<file path="config.mk">
export PLATFORM = sky130hd
export DESIGN_NAME = vga_video_gen
export DESIGN_NICKNAME = d
export VERILOG_FILES = /design/src/rtl/vga_video_gen_pkg.sv /design/src/rtl/vga_video_gen_sync_counter.sv /design/src/rtl/vga_video_gen.sv
export SDC_FILE = /design/constraint.sdc
export NUM_CORES = 1
export LEC_CHECK = 0
export CAP_MARGIN = 10
export CORE_MARGIN = 4
export CORE_UTILIZATION = 57
export CTS_BUF_LIST = sky130_fd_sc_hd__clkbuf_8
export DETAILED_ROUTE_END_ITERATION = 16
export GPL_TIMING_DRIVEN = 0
export HOLD_SLACK_MARGIN = 0.05
export PLACE_DENSITY_LB_ADDON = 0.25
export REMOVE_ABC_BUFFERS = 1
export SETUP_SLACK_MARGIN = 0.1
export SLEW_MARGIN = 10
export SYNTH_ARGS = -nofsm -noshare
export SYNTH_HDL_FRONTEND = slang
export SYNTH_SLANG_ARGS = --single-unit
</file>
<file path="constraint.sdc">
create_clock -name clk -period 3.3 [get_ports clk]
set_clock_uncertainty 0.05 [all_clocks]
set_input_delay 0.66 -clock clk [delete_from_list [all_inputs] [get_ports clk]]
set_output_delay 0.66 -clock clk [all_outputs]
set_load 0.02 [all_outputs]
</file>
<file path="src/rtl/vga_video_gen_pkg.sv">
// Purpose: shared mode encoding, colour-bar table, control pipeline word and default 1080p60 timing.
// Latency: n/a (types and constants only).
// Backpressure: n/a.
package vga_pkg;

  typedef enum logic [1:0] {
    GRAY   = 2'd0,
    RGB444 = 2'd1,
    BARS   = 2'd2,
    BLACK  = 2'd3
  } mode_e;

  // Bar order, left to right: white, yellow, cyan, green, magenta, red, blue, black
  localparam logic [11:0] BAR_COLOURS [8] = '{
    12'hFFF, 12'hFF0, 12'h0FF, 12'h0F0,
    12'hF0F, 12'hF00, 12'h00F, 12'h000
  };

  // Per-pixel control word carried alongside the framebuffer read
  typedef struct packed {
    logic        hs;
    logic        vs;
    logic        de;
    logic        fs;
    mode_e       mode;
    logic [11:0] bar;
  } ctl_t;

  localparam int DEF_H_ACTIVE = 1920;
  localparam int DEF_H_FP     = 88;
  localparam int DEF_H_SYNC   = 44;
  localparam int DEF_H_BP     = 148;
  localparam int DEF_V_ACTIVE = 1080;
  localparam int DEF_V_FP     = 4;
  localparam int DEF_V_SYNC   = 5;
  localparam int DEF_V_BP     = 36;
  localparam int DEF_RD_LAT   = 2;
  localparam int DEF_ADDR_W   = 21;

endpackage

</file>
<file path="src/rtl/vga_video_gen_sync_counter.sv">
// Purpose: h/v raster counters with raw (active-high) syncs, active flag and frame/line boundary decodes.
// Latency: decodes are combinational from the counter registers; active_nxt looks one cycle ahead.
// Backpressure: none, free-running on the pixel clock.
module vga_sync_counter #(
  parameter int H_ACTIVE = 1920,
  parameter int H_FP     = 88,
  parameter int H_SYNC   = 44,
  parameter int H_BP     = 148,
  parameter int V_ACTIVE = 1080,
  parameter int V_FP     = 4,
  parameter int V_SYNC   = 5,
  parameter int V_BP     = 36
) (
  input  logic clk,
  input  logic reset,
  output logic active,
  output logic active_nxt,
  output logic hs_raw,
  output logic vs_raw,
  output logic first,
  output logic line_end,
  output logic frame_end
);

  localparam int H_TOTAL = H_ACTIVE + H_FP + H_SYNC + H_BP;
  localparam int V_TOTAL = V_ACTIVE + V_FP + V_SYNC + V_BP;
  localparam int HW      = $clog2(H_TOTAL);
  localparam int VW      = $clog2(V_TOTAL);

  logic [HW-1:0] h_cnt, h_nxt;
  logic [VW-1:0] v_cnt, v_nxt;

  assign line_end  = (h_cnt == HW'(H_TOTAL - 1));
  assign frame_end = line_end && (v_cnt == VW'(V_TOTAL - 1));
  assign first     = (h_cnt == '0) && (v_cnt == '0);

  // v_cnt only moves at the end of a line, so vs_raw is line-granular by construction
  assign active     = (32'(h_cnt) < H_ACTIVE) && (32'(v_cnt) < V_ACTIVE);
  assign active_nxt = (32'(h_nxt) < H_ACTIVE) && (32'(v_nxt) < V_ACTIVE);
  assign hs_raw     = (32'(h_cnt) >= H_ACTIVE + H_FP) && (32'(h_cnt) < H_ACTIVE + H_FP + H_SYNC);
  assign vs_raw     = (32'(v_cnt) >= V_ACTIVE + V_FP) && (32'(v_cnt) < V_ACTIVE + V_FP + V_SYNC);

  // Next raster position: both counters wrap together on the last pixel of the frame
  always_comb begin
    h_nxt = h_cnt + 1'b1;
    v_nxt = v_cnt;
    if (line_end) begin
      h_nxt = '0;
      v_nxt = frame_end ? '0 : v_cnt + 1'b1;
    end
  end

  // Raster counter registers
  always_ff @(posedge clk) begin
    if (reset) begin
      h_cnt <= '0;
      v_cnt <= '0;
    end else begin
      h_cnt <= h_nxt;
      v_cnt <= v_nxt;
    end
  end

endmodule

</file>
<file path="src/rtl/vga_video_gen.sv">
// Purpose: video timing + framebuffer fetch; converts returned pixels to RGB444 aligned with syncs/de.
// Latency: rd_en/rd_addr at 0 cycles from the raster position, video outputs at RD_LAT+1 cycles.
// Backpressure: none; the framebuffer must return rd_data exactly RD_LAT cycles after rd_en.
module vga_video_gen
  import vga_pkg::*;
#(
  parameter int   H_ACTIVE = DEF_H_ACTIVE,
  parameter int   H_FP     = DEF_H_FP,
  parameter int   H_SYNC   = DEF_H_SYNC,
  parameter int   H_BP     = DEF_H_BP,
  parameter int   V_ACTIVE = DEF_V_ACTIVE,
  parameter int   V_FP     = DEF_V_FP,
  parameter int   V_SYNC   = DEF_V_SYNC,
  parameter int   V_BP     = DEF_V_BP,
  parameter logic H_POL    = 1'b1,
  parameter logic V_POL    = 1'b1,
  parameter int   RD_LAT   = DEF_RD_LAT,
  parameter int   ADDR_W   = DEF_ADDR_W
) (
  input  logic              clk,
  input  logic              reset,
  input  logic [1:0]        mode,
  output logic              rd_en,
  output logic [ADDR_W-1:0] rd_addr,
  input  logic [11:0]       rd_data,
  output logic [3:0]        red,
  output logic [3:0]        green,
  output logic [3:0]        blue,
  output logic              hsync,
  output logic              vsync,
  output logic              de,
  output logic              frame_start
);

  // Remainder pixels of a non-multiple-of-8 width fall into the last bar
  localparam int BAR_W = (H_ACTIVE / 8 > 0) ? H_ACTIVE / 8 : 1;
  localparam int BCW   = (BAR_W > 1) ? $clog2(BAR_W) : 1;

  logic  active, active_nxt, hs_raw, vs_raw, first, line_end, frame_end;
  mode_e mode_q, mode_nxt;
  logic [2:0]     bar_idx;
  logic [BCW-1:0] bar_rem;
  ctl_t  ctl_in, ctl_d;
  logic [11:0] pix;

  vga_sync_counter #(
    .H_ACTIVE(H_ACTIVE), .H_FP(H_FP), .H_SYNC(H_SYNC), .H_BP(H_BP),
    .V_ACTIVE(V_ACTIVE), .V_FP(V_FP), .V_SYNC(V_SYNC), .V_BP(V_BP)
  ) u_sync (
    .clk(clk), .reset(reset),
    .active(active), .active_nxt(active_nxt),
    .hs_raw(hs_raw), .vs_raw(vs_raw), .first(first),
    .line_end(line_end), .frame_end(frame_end)
  );

  // The mode present in the last cycle of a frame governs the whole next frame
  assign mode_nxt = frame_end ? mode_e'(mode) : mode_q;

  // Active-mode register: black from reset until the first frame boundary
  always_ff @(posedge clk) begin
    if (reset) mode_q <= BLACK;
    else       mode_q <= mode_nxt;
  end

  // Read strobe and running pixel address, both describing the current raster position
  always_ff @(posedge clk) begin
    if (reset) begin
      rd_en   <= 1'b0;
      rd_addr <= '0;
    end else begin
      rd_en <= active_nxt && (mode_nxt == GRAY || mode_nxt == RGB444);
      if (frame_end)   rd_addr <= '0;
      else if (active) rd_addr <= rd_addr + 1'b1;
    end
  end

  // Bar index tracker: down-counts pixels left in the current bar, stops at the last bar
  always_ff @(posedge clk) begin
    if (reset || line_end) begin
      bar_idx <= '0;
      bar_rem <= BCW'(BAR_W - 1);
    end else if (active) begin
      if (bar_rem == '0) begin
        if (bar_idx != 3'd7) begin
          bar_idx <= bar_idx + 1'b1;
          bar_rem <= BCW'(BAR_W - 1);
        end
      end else begin
        bar_rem <= bar_rem - 1'b1;
      end
    end
  end

  // Control word for the pixel being fetched this cycle
  always_comb begin
    ctl_in      = '0;
    ctl_in.hs   = hs_raw;
    ctl_in.vs   = vs_raw;
    ctl_in.de   = active;
    ctl_in.fs   = first;
    ctl_in.mode = mode_q;
    ctl_in.bar  = BAR_COLOURS[bar_idx];
  end

  generate
    if (RD_LAT == 0) begin : g_nolat
      assign ctl_d = ctl_in;
    end else begin : g_lat
      ctl_t pipe [RD_LAT];
      // Delay the control word so it meets the returning read data
      always_ff @(posedge clk) begin
        if (reset) begin
          for (int i = 0; i < RD_LAT; i++) pipe[i] <= '0;
        end else begin
          pipe[0] <= ctl_in;
          for (int i = 1; i < RD_LAT; i++) pipe[i] <= pipe[i-1];
        end
      end
      assign ctl_d = pipe[RD_LAT-1];
    end
  endgenerate

  // Pixel conversion; blanking always produces black
  always_comb begin
    pix = 12'h000;
    if (ctl_d.de) begin
      case (ctl_d.mode)
        GRAY:    pix = {3{rd_data[7:4]}};
        RGB444:  pix = rd_data;
        BARS:    pix = ctl_d.bar;
        default: pix = 12'h000;
      endcase
    end
  end

  // Output register: every video output leaves on the same edge
  always_ff @(posedge clk) begin
    if (reset) begin
      {red, green, blue} <= 12'h000;
      hsync              <= ~H_POL;
      vsync              <= ~V_POL;
      de                 <= 1'b0;
      frame_start        <= 1'b0;
    end else begin
      {red, green, blue} <= pix;
      hsync              <= ctl_d.hs ? H_POL : ~H_POL;
      vsync              <= ctl_d.vs ? V_POL : ~V_POL;
      de                 <= ctl_d.de;
      frame_start        <= ctl_d.fs;
    end
  end

endmodule

</file>
After elaboration in Yosys (flattened, before gate mapping)
Memory sizes are Yosys's and may differ from the RTL's.
Index checks and enable logic that the tools add are counted.

storage, ports and cells
  bits in registers = 74
  bits in latches = 0
  bits in writable memories = 36
  bits in read-only memories = 96
  output and inout bits = 38
  word-level logic and storage cells = 75
  memories kept = 2

operators by class
  $add $sub $neg = 5
  multipliers = 0
  div/mod/pow operators = 0
  $lt $le $gt $ge = 9
  equal/unequal tests = 7
  shift operators = 0
  multiplexer cells = 16
  bitwise gates (word level) = 4
  reductions and logical operators = 18

memories
  memory            words  width  read ports  clocked after Yosys merged registers in  wr ports  RTL line              RTL
  (name not given)  8      12     1           0                                        0         vga_video_gen.sv:102  ctl_in.bar = BAR_COLOURS[bar_idx];
  g_lat.pipe        2      18     2           0                                        2         vga_video_gen.sv:109  ctl_t pipe [RD_LAT];

operators with widths
  operator                                                              count
  two-way mux 12 bit                                                    3
  two-way mux 18 bit                                                    2
  one-hot mux 12 bit (3 select lines)                                   1
  less-than comparator 11 bit (second input constant)                   3
  less-than comparator 12 x 11 -> 1 bit (second input constant)         2
  two-way mux 11 bit                                                    2
  adder 21 x 1 -> 21 bit (second input constant)                        1
  two-way mux 8 bit                                                     2
  adder 12 x 1 -> 12 bit (second input constant)                        1
  == test 12 bit (second input constant)                                1
  greater-or-equal comparator 12 x 11 -> 1 bit (second input constant)  1
  logical NOT 12 bit                                                    1
  less-than comparator 12 bit (second input constant)                   1
  adder 11 x 1 -> 11 bit (second input constant)                        1
  == test 11 bit (second input constant)                                1
  greater-or-equal comparator 11 bit (second input constant)            1
  logical NOT 11 bit                                                    1
  logical NOT 8 bit                                                     1
  subtractor 8 x 1 -> 8 bit (second input constant)                     1
  logical AND 1 bit                                                     7
  two-way mux 1 bit                                                     5
  == test 2 x 1 -> 1 bit (second input constant)                        2
  greater-or-equal comparator 4 bit (second input constant)             1
  logical NOT 2 bit                                                     2
  12 further kinds                                                      15

Depth between registers and ports, before layout
Gate-level depths: netlist (run 1).

  depth in word-level cells = 7
  gate-level depth with buffers = 9
  mapped depth without buffers = 7

Cells and area by module
Synthesis (run 1) repeated with hierarchy kept, for this count alone.

unflattened totals
  cell total of the unflattened synthesis = 460
  area, all modules = 4022.6 um^2

modules (own cells, without submodules)
  module            instances  cells an instance  area an instance (um^2)  seq. area each (um^2)
  vga_video_gen     1          284                2668.8                   1381.3
  vga_sync_counter  1          176                1353.8                   460.4

Worst setup path after synthesis (run 1)
Ideal clock, no wire load.

  path kind = flip-flop to flip-flop
  start = register u_sync.h_cnt[0]
  end = register rd_en
  setup time = 66 ps
  arrival time = 2212 ps
  required time = 3184 ps
  slack = 972 ps
  stages on the path, launching flop included = 9
  buffers on the path = 1
  cell sequence = dfxtp_1 ha_1 clkbuf_1 and4_1 nand4_1 nor4_2 mux2i_1 or3b_1 a21oi_2

on the way
  word-level cells in the longest chain between the ends = 7

ends and longest elaborated chain
  what                                                                            RTL line                          RTL
  start: declaration                                                              vga_video_gen_sync_counter.sv:30  logic [HW-1:0] h_cnt, h_nxt;
  start signal: assignment                                                        vga_video_gen_sync_counter.sv:59  h_cnt <= h_nxt;
  parallel branches: the longest is 6 deep, another holds adder 12 x 1 -> 12 bit  -
  logical AND 1 bit (*)                                                           vga_video_gen.sv:71               rd_en <= active_nxt && (mode_nxt == GRAY || mode_nxt == RGB444);
  end signal: assignment                                                          vga_video_gen.sv:71
  end: declaration                                                                vga_video_gen.sv:23               output logic rd_en,

Every way passes the cells marked *.
A chain may end at the register's enable or synchronous reset.

Final worst setup path (run 1)
  start = register u_sync.h_cnt[0]
  end = register u_sync.v_cnt[10]

on the way
  word-level cells in the longest chain between the ends = 4

ends and longest elaborated chain
  what                    RTL line                          RTL
  == test 12 bit (*)      vga_video_gen_sync_counter.sv:33  assign line_end = (h_cnt == HW'(H_TOTAL - 1));
  logical AND 1 bit       vga_video_gen_sync_counter.sv:34  assign frame_end = line_end && (v_cnt == VW'(V_TOTAL - 1));
  two-way mux 11 bit      vga_video_gen_sync_counter.sv:49  v_nxt = frame_end ? '0 : v_cnt + 1'b1;
  two-way mux 11 bit (*)  vga_video_gen_sync_counter.sv:47  if (line_end) begin
  end signal: assignment  vga_video_gen_sync_counter.sv:60  v_cnt <= v_nxt;
  end: declaration        vga_video_gen_sync_counter.sv:31  logic [VW-1:0] v_cnt, v_nxt;

Mark *: on every way between the ends. The rest lies on a longest branch, timed or not.

==> metrics.txt, run 1 <==
# TYPE chip_impl_metric gauge
chip_impl_info{name="outcome",value="finished, final reports clean"} 1
chip_impl_metric{name="design_power_total",unit="mW"} 2.01
chip_impl_metric{name="synth_simple_gate_area_share",unit="%"} 29.2
chip_impl_metric{name="total_iterations_of_the_first_detailed_routing_run",unit=""} 4
chip_impl_metric{name="share_of_final_layout_standard_cells_stronger_than_drive_strength_1",unit="%"} 6.12
chip_impl_metric{name="vias_in_the_first_global_route",unit=""} 2959
chip_impl_metric{name="share_of_cell_area_taken_by_muxes_after_synthesis",unit="%"} 0.753
chip_impl_metric{name="finalSetupViolCount",unit=""} 0
chip_impl_metric{name="share_of_synthesized_cell_area_in_full_adder_half_adder_and_majority_cells",unit="%"} 2.82
chip_impl_metric{name="post_drt_antenna_nets",unit=""} 0
chip_impl_info{name="layout_common_cells",value="92 x dfxtp_1, 67 x nor2_1, 53 x clkdlybuf4s50_1, 32 x nand2_1, 25 x xnor2_1"} 1
chip_impl_info{name="layout.cells.most_common",value="dfxtp_1"} 1
chip_impl_info{name="most_used_flip_flop_cell_after_synthesis",value="dfxtp_1"} 1
chip_impl_info{name="worst_setup_path_endpoint",value="u_sync.v_cnt[10]$_SDFF_PP0_"} 1
chip_impl_metric{name="fmax",unit="MHz"} 383
chip_impl_metric{name="holdWs",unit="ns"} 0.392
chip_impl_info{name="timing.critical_path.slowest_stage_cell",value="or2_2"} 1
chip_impl_metric{name="worstPathArrival",unit="ns"} 2.78
chip_impl_metric{name="asyncSetResetFlopFracSynth",unit="%"} 0
chip_impl_metric{name="cellLeakagePower",unit="nW"} 1.68
chip_impl_info{name="worstReg2RegStart",value="u_sync.h_cnt[0]$_SDFF_PP0_"} 1
chip_impl_info{name="endpoint_kind",value="register"} 1
chip_impl_metric{name="grt_usage",unit="%"} 19.5
chip_impl_metric{name="coreArea",unit="mm2"} 0.00679
chip_impl_metric{name="drcViolationCount",unit=""} 0
chip_impl_metric{name="clock_path_buffers",unit=""} 2
chip_impl_metric{name="report.final.hold_viol_count",unit=""} 0
chip_impl_metric{name="tightest_slew",unit="ns"} 1.03
chip_impl_metric{name="synth_xor_area_share",unit="%"} 9.66
chip_impl_metric{name="synthesis.yosys.warnings",unit=""} 0
chip_impl_metric{name="synth.distinct_cells",unit=""} 49
chip_impl_metric{name="worstPathRequired",unit="ns"} 3.47
chip_impl_metric{name="via_count",unit=""} 3153
chip_impl_metric{name="antenna_violations_before_repair",unit=""} 0
chip_impl_metric{name="synth.yosys.seq_area_share",unit="%"} 46.2
chip_impl_metric{name="num_antenna_cells",unit=""} 0
chip_impl_metric{name="die_area",unit="mm2"} 0.00840
chip_impl_metric{name="cp_max_fo",unit=""} 32
chip_impl_metric{name="drt-total-wl",unit="um"} 8060
chip_impl_metric{name="wire_length_of_the_first_global_routing_pass",unit="um"} 13500
chip_impl_metric{name="synth_compound_area_share",unit="%"} 7.44
chip_impl_info{name="hold_start",value="g_lat.pipe[0][10]$_SDFF_PP0_"} 1
chip_impl_metric{name="nets",unit=""} 511
chip_impl_metric{name="die_height",unit="um"} 91.6
chip_impl_metric{name="drv.max_cap_violation_count",unit=""} 0
chip_impl_metric{name="setup_slack",unit="ns"} 0.690
chip_impl_metric{name="finalCoreUtilization",unit="%"} 69.4
chip_impl_metric{name="syn-mean-instance-area",unit="um2"} 8.92
chip_impl_metric{name="clock-sinks",unit=""} 92
chip_impl_metric{name="cts_hold_buf",unit=""} 0
chip_impl_metric{name="die_x",unit="um"} 91.6
chip_impl_metric{name="setup-tns-final",unit="ns"} 0
chip_impl_metric{name="detail_route.vias_per_cell",unit=""} 5.38
chip_impl_metric{name="worst_slew_margin_rel",unit="%"} 31.4
chip_impl_info{name="timing.setup.critical_path_class",value="reg2reg"} 1
chip_impl_metric{name="peakVddDrop",unit="V"} 0.000255
chip_impl_metric{name="dr_iter_0_viols",unit=""} 148
chip_impl_info{name="crit_path_cell_trace",value="ha_1 -> and4_1 -> nand4_1 -> nor4_2 -> or2_2 -> nor2_1"} 1
chip_impl_metric{name="areaGrowthSynthToFinish",unit="%"} 18.3
chip_impl_metric{name="max_stage_delay",unit="ns"} 0.62
chip_impl_metric{name="finalWeightedCongestion",unit=""} 0.868
chip_impl_metric{name="post-cts-setup-buffer-count",unit=""} 0
chip_impl_metric{name="cellPowerDensity",unit="mW/mm2"} 426
chip_impl_info{name="worstSetupStartpointType",value="register"} 1
chip_impl_metric{name="numCtsBuffers",unit=""} 9
chip_impl_info{name="cts.root.buffer_cell",value="clkbuf_8"} 1
chip_impl_metric{name="rows",unit=""} 30
chip_impl_metric{name="portBuffers",unit=""} 53
chip_impl_metric{name="maximum_number_of_pins_on_one_net_before_global_route_repair",unit=""} 33
chip_impl_info{name="synth_top_family_by_area",value="simple AND/OR/NAND/NOR gates"} 1
chip_impl_metric{name="synthCells",unit=""} 447
chip_impl_metric{name="place_ws",unit="ns"} 0.138
chip_impl_metric{name="r2r.worst_path.cells",unit=""} 6
chip_impl_metric{name="layout_worst_path_cycle_share",unit="%"} 79.1
chip_impl_info{name="worst_flop_to_flop_path_endpoint",value="u_sync.v_cnt[10]$_SDFF_PP0_"} 1
chip_impl_metric{name="syn-cell-area",unit="mm2"} 0.00399
chip_impl_metric{name="synth_register_bits",unit=""} 92
chip_impl_metric{name="finalMaxSlewViolations",unit=""} 0
chip_impl_info{name="hold_path_class",value="reg2reg"} 1
chip_impl_metric{name="synth-edff-count",unit=""} 0
chip_impl_metric{name="clk_pin_slew",unit="ns"} 0.09
chip_impl_metric{name="route.detailed.wl_per_inst",unit="um"} 13.8
chip_impl_metric{name="grt_overflow",unit=""} 0
chip_impl_metric{name="h-tree-depth",unit=""} 3
chip_impl_metric{name="period_minus_slack",unit="ns"} 2.61
chip_impl_info{name="cts_tree",value="yes"} 1
chip_impl_metric{name="latest_clock_arrival_within_the_worst_skew_pair",unit="ns"} 0.35
chip_impl_info{name="cp-startpoint",value="u_sync.h_cnt[0]$_SDFF_PP0_"} 1
chip_impl_metric{name="slack_of_the_worst_reg_to_reg_path",unit="ns"} 0.69
chip_impl_metric{name="ios",unit=""} 54
chip_impl_metric{name="post-dp-hpwl",unit="um"} 5530
chip_impl_metric{name="initial_core_util",unit="%"} 58.7
chip_impl_info{name="grt_setup_unrepaired",value="no"} 1
-- state kept, by name, indices dropped and copies added, names as in the netlist, named ones only --
register and cells:
u_sync.h_cnt 12, bar_idx 3, rd_addr 21, vsync 1, bar_rem 8, frame_start 1
red 4, hsync 1, green 4, blue 4, rd_en 1, g_lat.pipe 18
de 1, mode_q 1, u_sync.v_cnt 11
-- repair_timing --
action                                  CTS  global route
endpoints found under the setup margin    0            21
hold endpoints to repair                  0             0
gates resized for setup                   0             1
-- synthesized netlist by cell type, drive strengths merged, types with 3 or more instances --
library cell / count / share of area (%)
clkbuf: 17 / 1.6
and3: 6 / 0.94
nand2: 32 / 3.0
inv: 12 / 1.1
a21oi: 20 / 2.6
or2: 4 / 0.63
nor3: 11 / 1.4
xor2: 19 / 4.2
ha: 9 / 2.8
or3: 6 / 1.1
nand4: 15 / 2.4
dfxtp: 92 / 46
xnor2: 25 / 5.5
nor2b: 23 / 3.6
nand3: 16 / 2.0
buf: 8 / 1.2
mux2i: 3 / 0.75
o21a: 8 / 1.5
nor2: 67 / 6.3
o21ai: 5 / 0.72
or4: 4 / 0.94
nor4: 11 / 3.0
nand2b: 7 / 1.1
and4: 6 / 1.3
and2: 4 / 0.69
-- worst min-delay path by stage --
stage                                               to  slack (ns)  cells after the start
after global placement    g_lat.pipe[0][34]$_SDFF_PP0_        0.37                      1
final                     g_lat.pipe[0][29]$_SDFF_PP0_        0.39                      1
after detailed placement  g_lat.pipe[0][29]$_SDFF_PP0_        0.37                      1
after floorplan           g_lat.pipe[0][10]$_SDFF_PP0_        0.36                      1
after CTS                             vsync$_SDFF_PP0_        0.39                      1
after global routing      g_lat.pipe[0][31]$_SDFF_PP0_        0.41                      1
-- through the flow --
step	instance area, um2	std cells
floorplan	3880	422
global placement	4530	571
detailed placement	4530	571
CTS	4720	586
global route	4720	586
finish	4720	586
-- worst max-delay path: cells and delay by family (launching register included) --
| family | cells | cell delay (ns) |
|---|---|---|
| flip-flops | 1 | 0.40 |
| AND/OR/NAND/NOR | 5 | 1.61 |
| adder cells (fa/ha/maj) | 1 | 0.40 |
-- metal layers --
metal	wire, um	global-route usage, %	vias up	part of all wire, %
li1	-	-	1589	-
met1	3780	24.3	1508	47
met3	289	5.25	8	3.6
met2	3910	32.7	48	48
met5	0	0	-	0
met4	90	6.53	0	1.1
-- cells by family (layout without fill, tap and decap cells) --
kind of cell             Yosys count  count (layout)
flip-flops                        92              92
AND/OR/NAND/NOR                  216             216
AO/OA/AOI/OAI                     46              46
multiplexers                       3               3
adder cells (fa/ha/maj)            9               9
buffers and inverters             37              80
XOR/XNOR                          44              44
-- where the power goes --
group	switching, mW	total, mW	internal, mW
Combinational	0.0611	0.121	0.0604
Sequential	0.0182	1.15	1.13
Clock	0.392	0.738	0.346
Total	0.471	2.01	1.54
-- layout make-up --
type | count | area, um2
Fill cell | 555 | 2080
Timing Repair Buffer | 53 | 531
Clock buffer | 9 | 124
Tap cell | 96 | 120
Clock inverter | 6 | 63.8
Sequential cell | 92 | 1840
Multi-Input combinational cell | 318 | 1990
Inverter | 12 | 45.0
Note: power is estimated with default switching activity, not from simulation.
==> run 2, diff against run 1 <==
==> constraint.sdc (replaced) <==
create_clock -name clk -period 2.55 [get_ports clk]
set_clock_uncertainty 0.05 [all_clocks]
set_input_delay 0.51 -clock clk [delete_from_list [all_inputs] [get_ports clk]]
set_output_delay 0.51 -clock clk [all_outputs]
set_load 0.02 [all_outputs]
==> run 2 against run 1 <==
Sequential share of layout area fell by 0.39 points. Total power increased by 30%. Global-route usage stayed put. Maximum frequency grew 11%. Worst setup slack worse by 0.48 ns. Highest routed layer unchanged. Cell area increased by 1.1%.
==> metrics.txt, run 2 (synthesis gave the netlist of run 1 again) <==
# TYPE chip_impl_metric gauge
chip_impl_info{name="outcome",value="finished, final reports clean"} 1
chip_impl_info{name="cts_tree",value="yes"} 1
chip_impl_info{name="endpoint_kind",value="register"} 1
chip_impl_metric{name="die_x",unit="um"} 91.6
chip_impl_info{name="layout_common_cells",value="91 x dfxtp_1, 67 x nor2_1, 53 x clkdlybuf4s50_1, 32 x nand2_1, 25 x xnor2_1"} 1
chip_impl_metric{name="peakVddDrop",unit="V"} 0.000332
chip_impl_metric{name="initial_core_util",unit="%"} 58.7
chip_impl_metric{name="post_drt_antenna_nets",unit=""} 0
chip_impl_metric{name="die_area",unit="mm2"} 0.00840
chip_impl_metric{name="maximum_number_of_pins_on_one_net_before_global_route_repair",unit=""} 33
chip_impl_metric{name="worstPathArrival",unit="ns"} 2.58
chip_impl_info{name="layout_top_registers",value="rd_addr (21), g_lat.pipe (18), u_sync.h_cnt (12)"} 1
chip_impl_metric{name="route.detailed.wl_per_inst",unit="um"} 13.7
chip_impl_metric{name="portBuffers",unit=""} 53
chip_impl_metric{name="seq_power_share",unit="%"} 57.3
chip_impl_metric{name="ios",unit=""} 54
chip_impl_metric{name="setup-tns-final",unit="ns"} 0
chip_impl_info{name="path_delay_family",value="simple AND/OR/NAND/NOR gates"} 1
chip_impl_metric{name="dr_iter_0_viols",unit=""} 158
chip_impl_metric{name="rows",unit=""} 30
chip_impl_metric{name="fmax",unit="MHz"} 426
chip_impl_info{name="worstSetupStartpointType",value="register"} 1
chip_impl_metric{name="drt-total-wl",unit="um"} 8070
chip_impl_metric{name="total_iterations_of_the_first_detailed_routing_run",unit=""} 4
chip_impl_info{name="crit_path_cell_trace",value="or4_4 -> nor4_4 -> nand3_1 -> xor2_1 -> o2111ai_1 -> a21oi_2"} 1
chip_impl_metric{name="design_power_total",unit="mW"} 2.61
chip_impl_metric{name="layout_worst_path_cycle_share",unit="%"} 92.0
chip_impl_metric{name="finalWeightedCongestion",unit=""} 0.868
chip_impl_metric{name="finalSetupViolCount",unit=""} 0
chip_impl_info{name="cts.root.buffer_cell",value="clkbuf_8"} 1
chip_impl_metric{name="via_count",unit=""} 3176
chip_impl_metric{name="cellLeakagePower",unit="nW"} 1.69
chip_impl_info{name="hold_path_class",value="reg2reg"} 1
chip_impl_metric{name="clock_path_buffers",unit=""} 2
chip_impl_metric{name="num_antenna_cells",unit=""} 0
chip_impl_metric{name="latest_clock_arrival_within_the_worst_skew_pair",unit="ns"} 0.35
chip_impl_info{name="timing.critical_path.slowest_stage_cell",value="or4_4"} 1
chip_impl_metric{name="worstPathRequired",unit="ns"} 2.79
chip_impl_metric{name="report.final.hold_viol_count",unit=""} 0
chip_impl_metric{name="cp_max_fo",unit=""} 9
chip_impl_info{name="timing.setup.critical_path_class",value="reg2reg"} 1
chip_impl_info{name="registers.top_by_ff_count",value="rd_addr"} 1
chip_impl_metric{name="finalCoreUtilization",unit="%"} 70.2
chip_impl_metric{name="clk_pin_slew",unit="ns"} 0.09
chip_impl_metric{name="vias_in_the_first_global_route",unit=""} 2943
chip_impl_metric{name="numCtsBuffers",unit=""} 9
chip_impl_metric{name="wire_length_of_the_first_global_routing_pass",unit="um"} 13500
chip_impl_metric{name="cts_hold_buf",unit=""} 0
chip_impl_metric{name="holdWs",unit="ns"} 0.390
chip_impl_metric{name="post-dp-hpwl",unit="um"} 5530
chip_impl_info{name="layout.cells.most_common",value="dfxtp_1"} 1
chip_impl_metric{name="drcViolationCount",unit=""} 0
chip_impl_metric{name="areaGrowthSynthToFinish",unit="%"} 19.5
chip_impl_metric{name="coreArea",unit="mm2"} 0.00679
chip_impl_metric{name="max_stage_delay",unit="ns"} 0.61
chip_impl_metric{name="grt_overflow",unit=""} 0
chip_impl_metric{name="share_of_final_layout_standard_cells_stronger_than_drive_strength_1",unit="%"} 7.32
chip_impl_metric{name="largest_register_ffs",unit=""} 21
chip_impl_metric{name="clock-sinks",unit=""} 92
chip_impl_metric{name="internal_power",unit="mW"} 2.00
chip_impl_metric{name="period_minus_slack",unit="ns"} 2.35
chip_impl_metric{name="finalMaxSlewViolations",unit=""} 0
chip_impl_metric{name="h-tree-depth",unit=""} 3
chip_impl_metric{name="grt_usage",unit="%"} 19.5
chip_impl_metric{name="drv.max_cap_violation_count",unit=""} 0
chip_impl_metric{name="die_height",unit="um"} 91.6
chip_impl_info{name="grt_setup_unrepaired",value="no"} 1
chip_impl_metric{name="nets",unit=""} 513
chip_impl_metric{name="tightest_slew",unit="ns"} 1.02
chip_impl_metric{name="cellPowerDensity",unit="mW/mm2"} 547
chip_impl_metric{name="antenna_violations_before_repair",unit=""} 0
chip_impl_metric{name="swShare",unit="%"} 23.4
chip_impl_metric{name="critical_path.n_buffers_inverters",unit=""} 0
chip_impl_metric{name="detail_route.vias_per_cell",unit=""} 5.40
chip_impl_metric{name="worst_slew_margin_rel",unit="%"} 31.7
chip_impl_metric{name="comb_power_share",unit="%"} 6.1
chip_impl_metric{name="p_switching",unit="uW"} 611
chip_impl_metric{name="clock_power_share",unit="%"} 36.7
## run 2: changes by cell type in the layout (fill, tap and decap cells not counted), sizes merged
cell  delta
buf      +2
## run 2: routing by layer
layer	up-vias	share of wire, %	track usage [%]	routed length [um]
li1	1593	-	-	-
met1	1530	46	24.5	3740
met2	46	49	33.0	3950
met3	7	3.5	5.00	281
met4	0	1.1	5.65	91
met5	-	0	0	0
## run 2: timing repair
action	4_1_cts	5_1_grt
resized for setup	4	4
pin swaps	1	2
setup buffers	0	2
endpoints found under the setup margin	33	4
## run 2: worst paths after layout
| path | from | endpoint | slack (ns) | depth (start not counted) |
|---|---|---|---|---|
| max | u_sync.h_cnt[8]$_SDFF_PP0_ | rd_en$_SDFF_PP0_ | 0.20 | 6 |
| min | g_lat.pipe[0][10]$_SDFF_PP0_ | g_lat.pipe[0][29]$_SDFF_PP0_ | 0.39 | 1 |
| max reg2reg | u_sync.h_cnt[8]$_SDFF_PP0_ | rd_en$_SDFF_PP0_ | 0.20 | 6 |
| min reg2reg | g_lat.pipe[0][10]$_SDFF_PP0_ | g_lat.pipe[0][29]$_SDFF_PP0_ | 0.39 | 1 |
## run 2: power by group through the flow
stage / Sequential, mW / Clock, mW / Combinational (mW)
finish: 1.49 / 0.955 / 0.159
global route: 1.50 / 1.03 / 0.174
CTS: 1.49 / 0.972 / 0.160
detailed placement: 1.53 / 0 / 0.158
global placement: 1.52 / 0 / 0.153
floorplan: 1.53 / 0 / 0.0739
## run 2: stage by stage
step | cells | instance area, um2 | setup WS [ns]
4_1_cts | 586 | 4730 | 0.114
5_1_grt | 588 | 4770 | 0.108
3_3_place_gp | 571 | 4530 | -0.384
6_report | 588 | 4770 | 0.205
2_1_floorplan | 422 | 3880 | 0.217
3_5_place_dp | 571 | 4530 | -0.462
## run 2: area by class of cell
| class | count | area, um2 |
|---|---|---|
| fill | 548 | 2030 |
| tap | 96 | 120 |
| inverter | 12 | 45.0 |
| timing repair buffer | 55 | 546 |
| sequential | 92 | 1840 |
| multi-input combinational | 318 | 2030 |
| clock inverter | 6 | 63.8 |
| clock buffer | 9 | 124 |
==> run 3, diff against run 2 <==
--- a/config.mk
+++ b/config.mk
@@ -7,7 +7,7 @@
 export LEC_CHECK = 0
 export CAP_MARGIN = 10
 export CORE_MARGIN = 4
-export CORE_UTILIZATION = 57
+export CORE_UTILIZATION = 51
 export CTS_BUF_LIST = sky130_fd_sc_hd__clkbuf_8
 export DETAILED_ROUTE_END_ITERATION = 16
 export GPL_TIMING_DRIVEN = 0
==> constraint.sdc (replaced) <==
create_clock -name clk -period 2.05 [get_ports clk]
set_clock_uncertainty 0.05 [all_clocks]
set_input_delay 0.41 -clock clk [delete_from_list [all_inputs] [get_ports clk]]
set_output_delay 0.41 -clock clk [all_outputs]
set_load 0.02 [all_outputs]
==> run 3 against run 2 <==
The flow now finishes with violations (negative setup slack). Final cell count grew 8.3%. Total power increased by 28%. Cell area grew 16%. Register-to-register slack lost 0.29 ns. Critical path type unchanged. Largest power group unchanged.
==> metrics.txt, run 3 (synthesis gave the netlist of run 1 again) <==
# TYPE chip_impl_metric gauge
chip_impl_metric{name="numCtsBuffers",unit=""} 9
chip_impl_metric{name="maximum_number_of_pins_on_one_net_before_global_route_repair",unit=""} 32
chip_impl_metric{name="die_height",unit="um"} 96.4
chip_impl_metric{name="initial_core_util",unit="%"} 53.8
chip_impl_metric{name="areaGrowthSynthToFinish",unit="%"} 39.3
chip_impl_metric{name="worstPathRequired",unit="ns"} 2.26
chip_impl_metric{name="cts_hold_buf",unit=""} 0
chip_impl_metric{name="report.final.hold_viol_count",unit=""} 0
chip_impl_info{name="topRoutingLayerUsed",value="met4"} 1
chip_impl_info{name="layout_top_registers",value="rd_addr (21), g_lat.pipe (18), u_sync.h_cnt (12)"} 1
chip_impl_metric{name="finalWeightedCongestion",unit=""} 0.804
chip_impl_metric{name="design_power_total",unit="mW"} 3.33
chip_impl_metric{name="ios",unit=""} 54
chip_impl_metric{name="tightest_slew",unit="ns"} 1.19
chip_impl_metric{name="drcViolationCount",unit=""} 0
chip_impl_metric{name="cellPowerDensity",unit="mW/mm2"} 599
chip_impl_metric{name="share_of_final_layout_standard_cells_stronger_than_drive_strength_1",unit="%"} 26.0
chip_impl_metric{name="vias_in_the_first_global_route",unit=""} 3004
chip_impl_metric{name="latest_clock_arrival_within_the_worst_skew_pair",unit="ns"} 0.37
chip_impl_metric{name="num_antenna_cells",unit=""} 0
chip_impl_metric{name="finalMaxSlewViolations",unit=""} 0
chip_impl_metric{name="worstPathArrival",unit="ns"} 2.34
chip_impl_metric{name="cp_max_fo",unit=""} 8
chip_impl_metric{name="nets",unit=""} 558
chip_impl_metric{name="h-tree-depth",unit=""} 3
chip_impl_metric{name="worst_slew_margin_rel",unit="%"} 20.8
chip_impl_metric{name="clock_path_buffers",unit=""} 2
chip_impl_info{name="timing.setup.critical_path_class",value="reg2reg"} 1
chip_impl_metric{name="layout_worst_path_cycle_share",unit="%"} 104
chip_impl_info{name="layout.cells.most_common",value="dfxtp_1"} 1
chip_impl_metric{name="via_count",unit=""} 3458
chip_impl_metric{name="post-dp-hpwl",unit="um"} 5350
chip_impl_metric{name="rows",unit=""} 31
chip_impl_metric{name="portBuffers",unit=""} 53
chip_impl_metric{name="postPlaceCellArea",unit="mm2"} 0.00453
chip_impl_info{name="endpoint_kind",value="register"} 1
chip_impl_metric{name="route.detailed.wl_per_inst",unit="um"} 16.0
chip_impl_info{name="hold_path_class",value="reg2reg"} 1
chip_impl_metric{name="dr_iter_0_viols",unit=""} 213
chip_impl_info{name="layout_common_cells",value="79 x dfxtp_1, 59 x nor2_1, 51 x clkdlybuf4s50_1, 30 x buf_4, 24 x nand2_1"} 1
chip_impl_metric{name="route.met2.wl",unit="um"} 5210
chip_impl_metric{name="grt_overflow",unit=""} 0
chip_impl_metric{name="cellLeakagePower",unit="nW"} 2.14
chip_impl_metric{name="fmax",unit="MHz"} 469
chip_impl_metric{name="die_area",unit="mm2"} 0.00930
chip_impl_metric{name="routed-wl-met3",unit="um"} 532
chip_impl_metric{name="clk_pin_slew",unit="ns"} 0.09
chip_impl_metric{name="detail_route.vias_per_cell",unit=""} 5.43
chip_impl_metric{name="final_cell_area",unit="mm2"} 0.00555
chip_impl_metric{name="coreArea",unit="mm2"} 0.00741
chip_impl_metric{name="peakVddDrop",unit="V"} 0.000290
chip_impl_metric{name="post_drt_antenna_nets",unit=""} 0
chip_impl_info{name="cts.root.buffer_cell",value="clkbuf_8"} 1
chip_impl_metric{name="setup_slack",unit="ns"} -0.0810
chip_impl_metric{name="die_x",unit="um"} 96.4
chip_impl_metric{name="period_minus_slack",unit="ns"} 2.13
chip_impl_info{name="worstSetupStartpointType",value="register"} 1
chip_impl_metric{name="total_iterations_of_the_first_detailed_routing_run",unit=""} 4
chip_impl_metric{name="wire_length_of_the_first_global_routing_pass",unit="um"} 14100
chip_impl_info{name="grt_setup_unrepaired",value="yes"} 1
chip_impl_metric{name="clock-sinks",unit=""} 92
chip_impl_metric{name="antenna_violations_before_repair",unit=""} 0
chip_impl_metric{name="finalSetupViolCount",unit=""} 1
chip_impl_metric{name="grt_usage",unit="%"} 19.6
chip_impl_info{name="cts_tree",value="yes"} 1
chip_impl_info{name="outcome",value="finished, violations left"} 1
chip_impl_info{name="registers.top_by_ff_count",value="rd_addr"} 1
chip_impl_metric{name="drv.max_cap_violation_count",unit=""} 0
chip_impl_metric{name="drt-total-wl",unit="um"} 10200
chip_impl_metric{name="largest_register_ffs",unit=""} 21
chip_impl_info{name="violations",value="negative setup slack"} 1
chip_impl_metric{name="route.layer.met1.wl",unit="um"} 4300
## run 3: area by class of cell
class                      instances  area [um2]
clock buffer                      10         138
clock inverter                     6        63.8
fill                             473        1860
inverter                          12        45.0
multi-input combinational        320        2360
sequential                        92        1880
tap                               99         124
timing repair buffer              98         947
## run 3: worst paths after layout
path / start / to / slack [ns] / cells past startpoint
worst max register to register: u_sync.h_cnt[6]$_SDFF_PP0_ / rd_en$_SDFF_PP0_ / -0.08 / 6
worst max-delay path: u_sync.h_cnt[6]$_SDFF_PP0_ / rd_en$_SDFF_PP0_ / -0.08 / 6
worst min register to register: g_lat.pipe[0][35]$_SDFF_PP0_ / hsync$_SDFF_PP0_ / 0.40 / 1
worst min-delay path: g_lat.pipe[0][35]$_SDFF_PP0_ / hsync$_SDFF_PP0_ / 0.40 / 1
## run 3: per-layer routing
metal | up-vias | GRT usage, %
li1 | 1696 | -
met1 | 1673 | 24.5
met2 | 75 | 33.4
met3 | 14 | 3.18
met4 | 0 | 8.06
met5 | - | 0
## run 3: power breakdown
group	total [mW]	leakage [nW]	switching [mW]	internal, mW
clock	1.25	0.104	0.652	0.597
combinational	0.224	1.28	0.112	0.112
sequential	1.85	0.757	0.0343	1.82
total	3.33	2.14	0.798	2.53
## run 3: timing repair
| item | CTS | global route |
|---|---|---|
| gates resized for setup | 46 | 69 |
| endpoints found under the setup margin | 67 | 55 |
| cloned | 1 | 2 |
| buffers inserted | 23 | 23 |
| pin swaps | 20 | 36 |
## run 3: worst max-delay path, stage by stage, from the launching register on
cell,delay [ns]
dfxtp_4,0.38
or4_4,0.55
nor4_1,0.38
xor2_1,0.24
nand2_1,0.09
o2111ai_1,0.25
a21oi_2,0.08
## run 3: stage by stage
step / utilization (%) / setup TNS [ns] / hold slack (ns) / cells / setup WS [ns]
finish: 75.0 / -0.0810 / 0.397 / 637 / -0.0810
global route: 75.0 / -0.442 / 0.407 / 637 / -0.165
CTS: 68.8 / -0.0425 / 0.392 / 614 / -0.0425
detailed placement: 61.2 / -40.73 / 0.370 / 574 / -0.993
global placement: 61.2 / -39.20 / 0.367 / 574 / -0.964
floorplan: - / -9.13 / 0.363 / 422 / -0.283
